**src/rtl/fpu_norm_round_ctrl.sv**
```systemverilog
// Normalise / round-to-nearest-even / pack sequencer for single-precision results.
// Takes an unpacked sign/exponent/mantissa and emits an IEEE-754 single over a valid/ready handshake.
module fpu_norm_round_ctrl (
    input  logic        clk,
    input  logic        rst_n,
    input  logic        in_valid,
    output logic        in_ready,
    input  logic        in_s,
    input  logic [9:0]  in_e,
    input  logic [26:0] in_m,
    output logic        out_valid,
    input  logic        out_ready,
    output logic [31:0] out_z,
    output logic        busy
);

    typedef enum logic [2:0] {StIdle, StNormL, StNormR, StRound, StPack, StDone} state_e;

    localparam logic signed [10:0] EMin = -11'sd126;
    localparam logic signed [10:0] EMax = 11'sd127;

    state_e             state_q, state_d;
    logic               s_q, s_d;
    logic signed [10:0] e_q, e_d;
    logic        [26:0] m_q, m_d;
    logic        [23:0] sig_q, sig_d;
    logic        [31:0] out_z_q, out_z_d;
    logic               out_valid_q, out_valid_d;

    logic signed [10:0] e_inc;
    logic               round_up;
    logic        [31:0] pack_z;

    assign e_inc    = e_q + 11'sd1;
    assign round_up = m_q[2] & (m_q[1] | m_q[0] | m_q[3]);

    // Infinity wins over the denormal and +0 rules.
    always_comb begin
        pack_z = {s_q, e_q[7:0] + 8'd127, sig_q[22:0]};
        if (e_q == EMin && !sig_q[23]) pack_z[30:23] = 8'h00;
        if (e_q == EMin && sig_q == 24'h0) pack_z[31] = 1'b0;
        if (e_q > EMax) pack_z = {s_q, 8'hFF, 23'h0};
    end

    always_comb begin
        state_d     = state_q;
        s_d         = s_q;
        e_d         = e_q;
        m_d         = m_q;
        sig_d       = sig_q;
        out_z_d     = out_z_q;
        out_valid_d = out_valid_q;
        unique case (state_q)
            StIdle: begin
                if (in_valid) begin
                    s_d     = in_s;
                    e_d     = {in_e[9], in_e};
                    m_d     = in_m;
                    state_d = StNormL;
                end
            end
            StNormL: begin
                if (!m_q[26] && e_q > EMin) begin
                    m_d = m_q << 1;
                    e_d = e_q - 11'sd1;
                end else if (e_q < EMin) begin
                    state_d = StNormR;
                end else begin
                    state_d = StRound;
                end
            end
            StNormR: begin
                // Shifted-out bits fold into sticky so rounding stays exact.
                m_d = {1'b0, m_q[26:2], m_q[1] | m_q[0]};
                e_d = e_inc;
                if (e_inc == EMin) state_d = StRound;
            end
            StRound: begin
                sig_d = m_q[26:3] + {23'd0, round_up};
                if (m_q[26:3] == 24'hFFFFFF && round_up) begin
                    sig_d = 24'h800000;
                    e_d   = e_inc;
                end
                state_d = StPack;
            end
            StPack: begin
                out_z_d     = pack_z;
                out_valid_d = 1'b1;
                state_d     = StDone;
            end
            StDone: begin
                if (out_ready) begin
                    out_valid_d = 1'b0;
                    state_d     = StIdle;
                end
            end
            default: state_d = StIdle;
        endcase
    end

    always_ff @(posedge clk or negedge rst_n) begin
        if (!rst_n) begin
            state_q     <= StIdle;
            s_q         <= 1'b0;
            e_q         <= '0;
            m_q         <= '0;
            sig_q       <= '0;
            out_z_q     <= '0;
            out_valid_q <= 1'b0;
        end else begin
            state_q     <= state_d;
            s_q         <= s_d;
            e_q         <= e_d;
            m_q         <= m_d;
            sig_q       <= sig_d;
            out_z_q     <= out_z_d;
            out_valid_q <= out_valid_d;
        end
    end

    assign in_ready  = (state_q == StIdle);
    assign busy      = (state_q != StIdle);
    assign out_valid = out_valid_q;
    assign out_z     = out_z_q;

endmodule

```
**config.mk**
```make
export PLATFORM = sky130hd
export DESIGN_NAME = fpu_norm_round_ctrl
export DESIGN_NICKNAME = d
export VERILOG_FILES = /design/src/rtl/fpu_norm_round_ctrl.sv
export SDC_FILE = /design/constraint.sdc
export NUM_CORES = 1
export LEC_CHECK = 0
export ABC_AREA = 0
export ABC_CLOCK_PERIOD_IN_PS = 2900
export CAP_MARGIN = 20
export CORE_ASPECT_RATIO = 2
export CORE_UTILIZATION = 56
export DETAILED_ROUTE_END_ITERATION = 10
export PLACE_DENSITY = 0.81
export SYNTH_ARGS = -nofsm -noshare
export SYNTH_HDL_FRONTEND = slang
export SYNTH_SLANG_ARGS = --single-unit
export TNS_END_PERCENT = 10
```
**constraint.sdc**
```tcl
create_clock -name clk -period 2.9 [get_ports clk]
set_clock_uncertainty 0.05 [all_clocks]
set_input_delay 0.58 -clock clk [delete_from_list [all_inputs] [get_ports clk]]
set_output_delay 0.58 -clock clk [all_outputs]
set_load 0.03 [all_outputs]
```
; Word level (Yosys, flattened, before mapping)
; Cells that the tools add are included.
[word_totals]
inputBits = 42
out_inout_bits = 35
wordCells = 67
ff_bits = 99
[classes]
n_mux = 19
n_addsub = 4
bitwise = 3
eq_ne = 14
reduce_logical = 17
magnitude_cmp = 3
[ops]
columns = op, n
row1 = $pmux 27 s3, 1
row2 = $mux 27, 2
row3 = $pmux 11 s4, 1
row4 = $mux 11, 3
row5 = $mux 32, 1
row6 = $add 24x1->24, 1
row7 = $eq 24x24->1 const B, 1
row8 = $logic_not 24->1, 1
row9 = $mux 24, 1
row10 = $eq 11x8->1 const B, 2
row11 = $gt 11x8->1 const B, 2
row12 = $pmux 3 s6, 1
row13 = $mux 3, 4
row14 = $ne 2x2->1 const B, 6
row15 = $add 11x2->11 const B, 1
row16 = $lt 11x8->1 const B, 1
row17 = $sub 11x2->11 const B, 1
row18 = $add 8x7->8 const B, 1
row19 = $mux 8, 1
row20 = $reduce_and 4->1, 2
row21 = $eq 3x2->1 const B, 2
row22 = $eq 3x3->1 const B, 2
row23 = $reduce_bool 3->1, 2
row24 = $logic_and 1x1->1, 4
row25 = other kinds (11), 16

; Depth between registers and ports, before layout
[depth]
ltp_word = 6
depth_mapped = 9
depth_no_buf = 8

; Least setup slack after synthesis
; OpenSTA, ideal clock, no wires.
[synth_timing]
kind = reg-to-reg
start = register e_q[0]
end = register e_q[6]
arrival_time_ns = 1.848
n_path_buf = 1
setup_time_ns = 0.123
setup_slack_ns = 0.880
stages_incl_launch_ff = 9
required_time_ns = 2.727
period_less_slack_ns = 2.020
cell_sequence = dfrtp_1 > inv_1 > ha_1 > nor4bb_1 > nand3_1 > a31o_2 > o211a_1 > buf_6 > o221a_2
[synth_between]
elab_chain_cells = 4
elab_cells_between_ends = 9
cone_classes = 2 x add/sub / 1 x order compare / 1 x eq/ne / 3 x mux / 2 x reduce/logical
[synth_lines]
columns = item, line_no
row1 = start: declaration, 24  ; logic signed [10:0] e_q, e_d;
row2 = start signal: assignment, 105  ; e_q <= '0;
row3 = start signal: assignment, 113  ; e_q <= e_d;
row4 = $gt 11x8->1, 63  ; if (!m_q[26] && e_q > EMin) begin
row5 = $logic_and 1x1->1, 63
row6 = $ne 2x2->1 (no line), -
row7 = $reduce_and 4->1 (no line), -
; Parallel ways exist; a longest one is shown, timed or not. The select of a mux whose other input is x is not followed.
; A chain may end at the register's enable or synchronous reset.

; Worst setup path in the final report
[layout_timing]
start = register state_q[1]
end = output in_ready
[layout_between]
elab_chain_cells = 1
[layout_lines]
columns = item, line_no
row1 = start: declaration, 22  ; state_e state_q, state_d;
row2 = start signal: assignment, 103  ; state_q <= StIdle;
row3 = start signal: assignment, 111  ; state_q <= state_d;
row4 = $logic_not 3->1, 121  ; assign in_ready = (state_q == StIdle);
row5 = end: declaration, 7  ; output logic in_ready,
; Every way passes these cells.

==> reports/qor.yml <==
routing:
  routed-via-count: 5917
  firstDrtPassIters: 6
  wire_per_inst_microns: 19.8
  drtAntennaViolNets: 0
  wirelength_microns: 18200
  viasPerCell: 6.43
  drtIter0Drc: 550
  drcViolationCount: 0
sta:
  layout_setup_ws_ns: 0.306
  tightest_slew_ns: 0.861
  finalHoldViolCount: 0
  tns_ns: 0
  rsz0062_at_grt: "no"
  period_minus_slack_ns: 2.59
  relSlewSlack_pct: 42.5
  slew_violations: 0
  max_freq_ghz: 0.385
  holdWs_ns: 0.441
  fin_crit_sh_pct: 89.5
  finalSetupViolCount: 0
place:
  hpwl_microns: 13600
  place.gp.congestion: 0.972
  pre_cts_ws_ns: 0.498
  port_buffers: 76
setup_path:
  cp_top_family: "buffers and inverters"
  crit_path_end_kind: "primary output"
  r2r_slack_ns: 0.42
  required_ns: 2.27
  cpPeakStageDelay_ns: 0.69
  crit_chain: "nor2_1, nand2_1, inv_1, clkdlybuf4s50_1"
  critPathLaunchType: "flop"
  cp_num_buf_inv: 2
  cp.arrival_ns: 1.96
  cp_max_fo: 3
  crit_type: "flop to primary output"
  crit_slowest_cell: "clkdlybuf4s50_1"
min_path:
  min_path_type: "flop to flop"
die:
  fp.coreArea_sq_um: 10500
  rows: 53
  die_height_microns: 149
  die_area_sq_um: 11200
  die_x_microns: 75.4
  initial_core_util_pct: 57.6
  ios: 77
clock_network:
  cts_tree: "done"
  clk_pin_slew_ns: 0.07
  htreeDepth: 3
  root_buffer: "clkbuf_16"
  cts_resized: 0
  cts_buffer_depth: 2
  clock_latency_ns: 0.35
  cts_sinks: 99
  numCtsBuffers: 9
synth:
  synth.top_cell.area_share_pct: 41.1
  avgSynthCellArea_sq_um: 8.38
  synth_cell_types: 60
  syn-num-nets: 767
  synth-main-ff-cell: "dfrtp_1"
  synth_edf_count: 0
  yosysWarnings: 0
  synthTopCellsByArea: "dfrtp_1 (41%), a21oi_1 (5.8%), nor2_1 (5.5%), nand2_1 (5.4%), mux2_2 (4.7%)"
  netlist_area_sq_um: 6030
  ys_async_sr_fraction_pct: 100
  yosysSeqAreaShare_pct: 41.1
  netlist_instances: 720
  synth-seq-cells: 99
  synth_commonest_cells: "dfrtp_1 (99), nor2_1 (89), nand2_1 (87)"
  synth.largest_area_cell: "dfrtp_1"
  synth_most_common_cell: "dfrtp_1"
global_routing:
  antenna_found_initial: 0
  grt_pass1_vias: 5607
  grtUsageTotal_pct: 34.3
  grt.overflow.total: 0
  grt_pass1_wl_microns: 29000
  grt_max_degree: 55
pwr:
  p_leak_nw: 2.90
  pwr_density_cell_nw_per_um2: 1260
  ir_drop_mv: 0.876
cells_and_area:
  diodes: 0
  syn2layout_area_growth_pct: 20.3
  nFillCells: 875
  final_nets: 825
  drive_gt1_share_pct: 10.6
flow_run:
  max_cap_violations: 0
run_status:
  status: "finished, final reports clean"
## stage by stage
| stage | instance area [sq um] | total power, mW | std cells | utilization [%] |
|---|---|---|---|---|
| CTS | 7260 | 9.10 | 920 | 69.3 |
| finish | 7260 | 9.14 | 920 | 69.3 |
| detailed placement | 6930 | 7.82 | 903 | 66.1 |
| global route | 7260 | 9.75 | 920 | 69.3 |
| floorplan | 6030 | 6.21 | 720 | - |
| global placement | 6930 | 7.67 | 903 | 66.1 |
## report_power, final
| group | total [mW] | switching (mW) | internal (mW) |
|---|---|---|---|
| Sequential | 2.84 | 0.794 | 2.04 |
| Combinational | 5.07 | 2.98 | 2.09 |
| Clock | 1.23 | 0.610 | 0.624 |
| Total | 9.14 | 4.39 | 4.75 |
## logic make-up after synthesis
| logic type | count (synthesis) | synth area share, % |
|---|---|---|
| AO/OA/AOI/OAI | 236 | 24.9 |
| XOR/XNOR | 27 | 3.92 |
| adder cells (fa/ha/maj) | 5 | 1.04 |
| buffers and inverters | 70 | 4.81 |
| flip-flops | 99 | 41.1 |
| multiplexers | 26 | 4.83 |
| AND/OR/NAND/NOR | 257 | 19.4 |
## tightest hold or removal path: cells and delay by family, from the launching register on
family        cells  cell delay, ns
flops             1            0.36
simple gates      2            0.10
## layout make-up
cell class	instances	area (sq um)	share of cell area (%)
Clock buffer	9	225	3.10
Clock inverter	7	93.8	1.29
Inverter	16	60.1	0.828
Multi-Input combinational cell	551	3270	45.0
Sequential cell	99	2480	34.2
Tap cell	137	171	2.36
Timing Repair Buffer	101	958	13.2
## path summary, 6_finish.rpt
kind | start | to | depth (start not counted)
setup / recovery | state_q[1]$_DFFE_PN0P_ | in_ready | 4
hold / removal | out_valid$_DFFE_PN0P_ | out_valid$_DFFE_PN0P_ | 2
setup reg to reg | e_q[2]$_DFFE_PN0P_ | out_z[18]$_DFFE_PN0P_ | 6
hold reg to reg | out_valid$_DFFE_PN0P_ | out_valid$_DFFE_PN0P_ | 2
max in group asynchronous | rst_n | out_z[29]$_DFFE_PN0P_ | 3
min in group asynchronous | rst_n | m_q[18]$_DFFE_PN0P_ | 2
## state kept, by name, summed over array words and instances, names as in the netlist
signal	cells
out_valid	1
m_q	27
sig_q	24
state_q	3
e_q	11
out_z	32
s_q	1
## cells in the final DEF, fill, tap and decap left out, drive strengths merged, types with 4 or more instances in the layout
master         instances
ha                     5
nor3                  16
clkinv                 6
o22ai                 29
o31ai                  6
o22a                   8
clkbuf                 9
nor4                  12
inv                   17
nor2                  89
nand3                 16
o211ai                 4
a21oi                 70
dfrtp                 99
a22o                  29
buf                   26
xor2                  11
xnor2                 16
a22oi                  4
and2                   4
a31oi                  5
nand4                 10
clkdlybuf4s50         74
or3                    6
mux2                  25
nand2                 87
o21ai                 58
## metal layers
metal  vias to the layer above  wire length, microns  GRT usage [%]
met4                         0                  1080           19.7
met2                       295                  9470           57.7
li1                       2730                     -              -
met1                      2819                  6560           40.3
met5                         -                     0              0
met3                        73                  1070           4.93
## what timing repair did
action | in CTS | in global routing
hold buffers | 1 | 0
setup buffers | 0 | 0
hold endpoints to repair | 3 | 0
No activity file was read; power rests on OpenSTA's default activity.
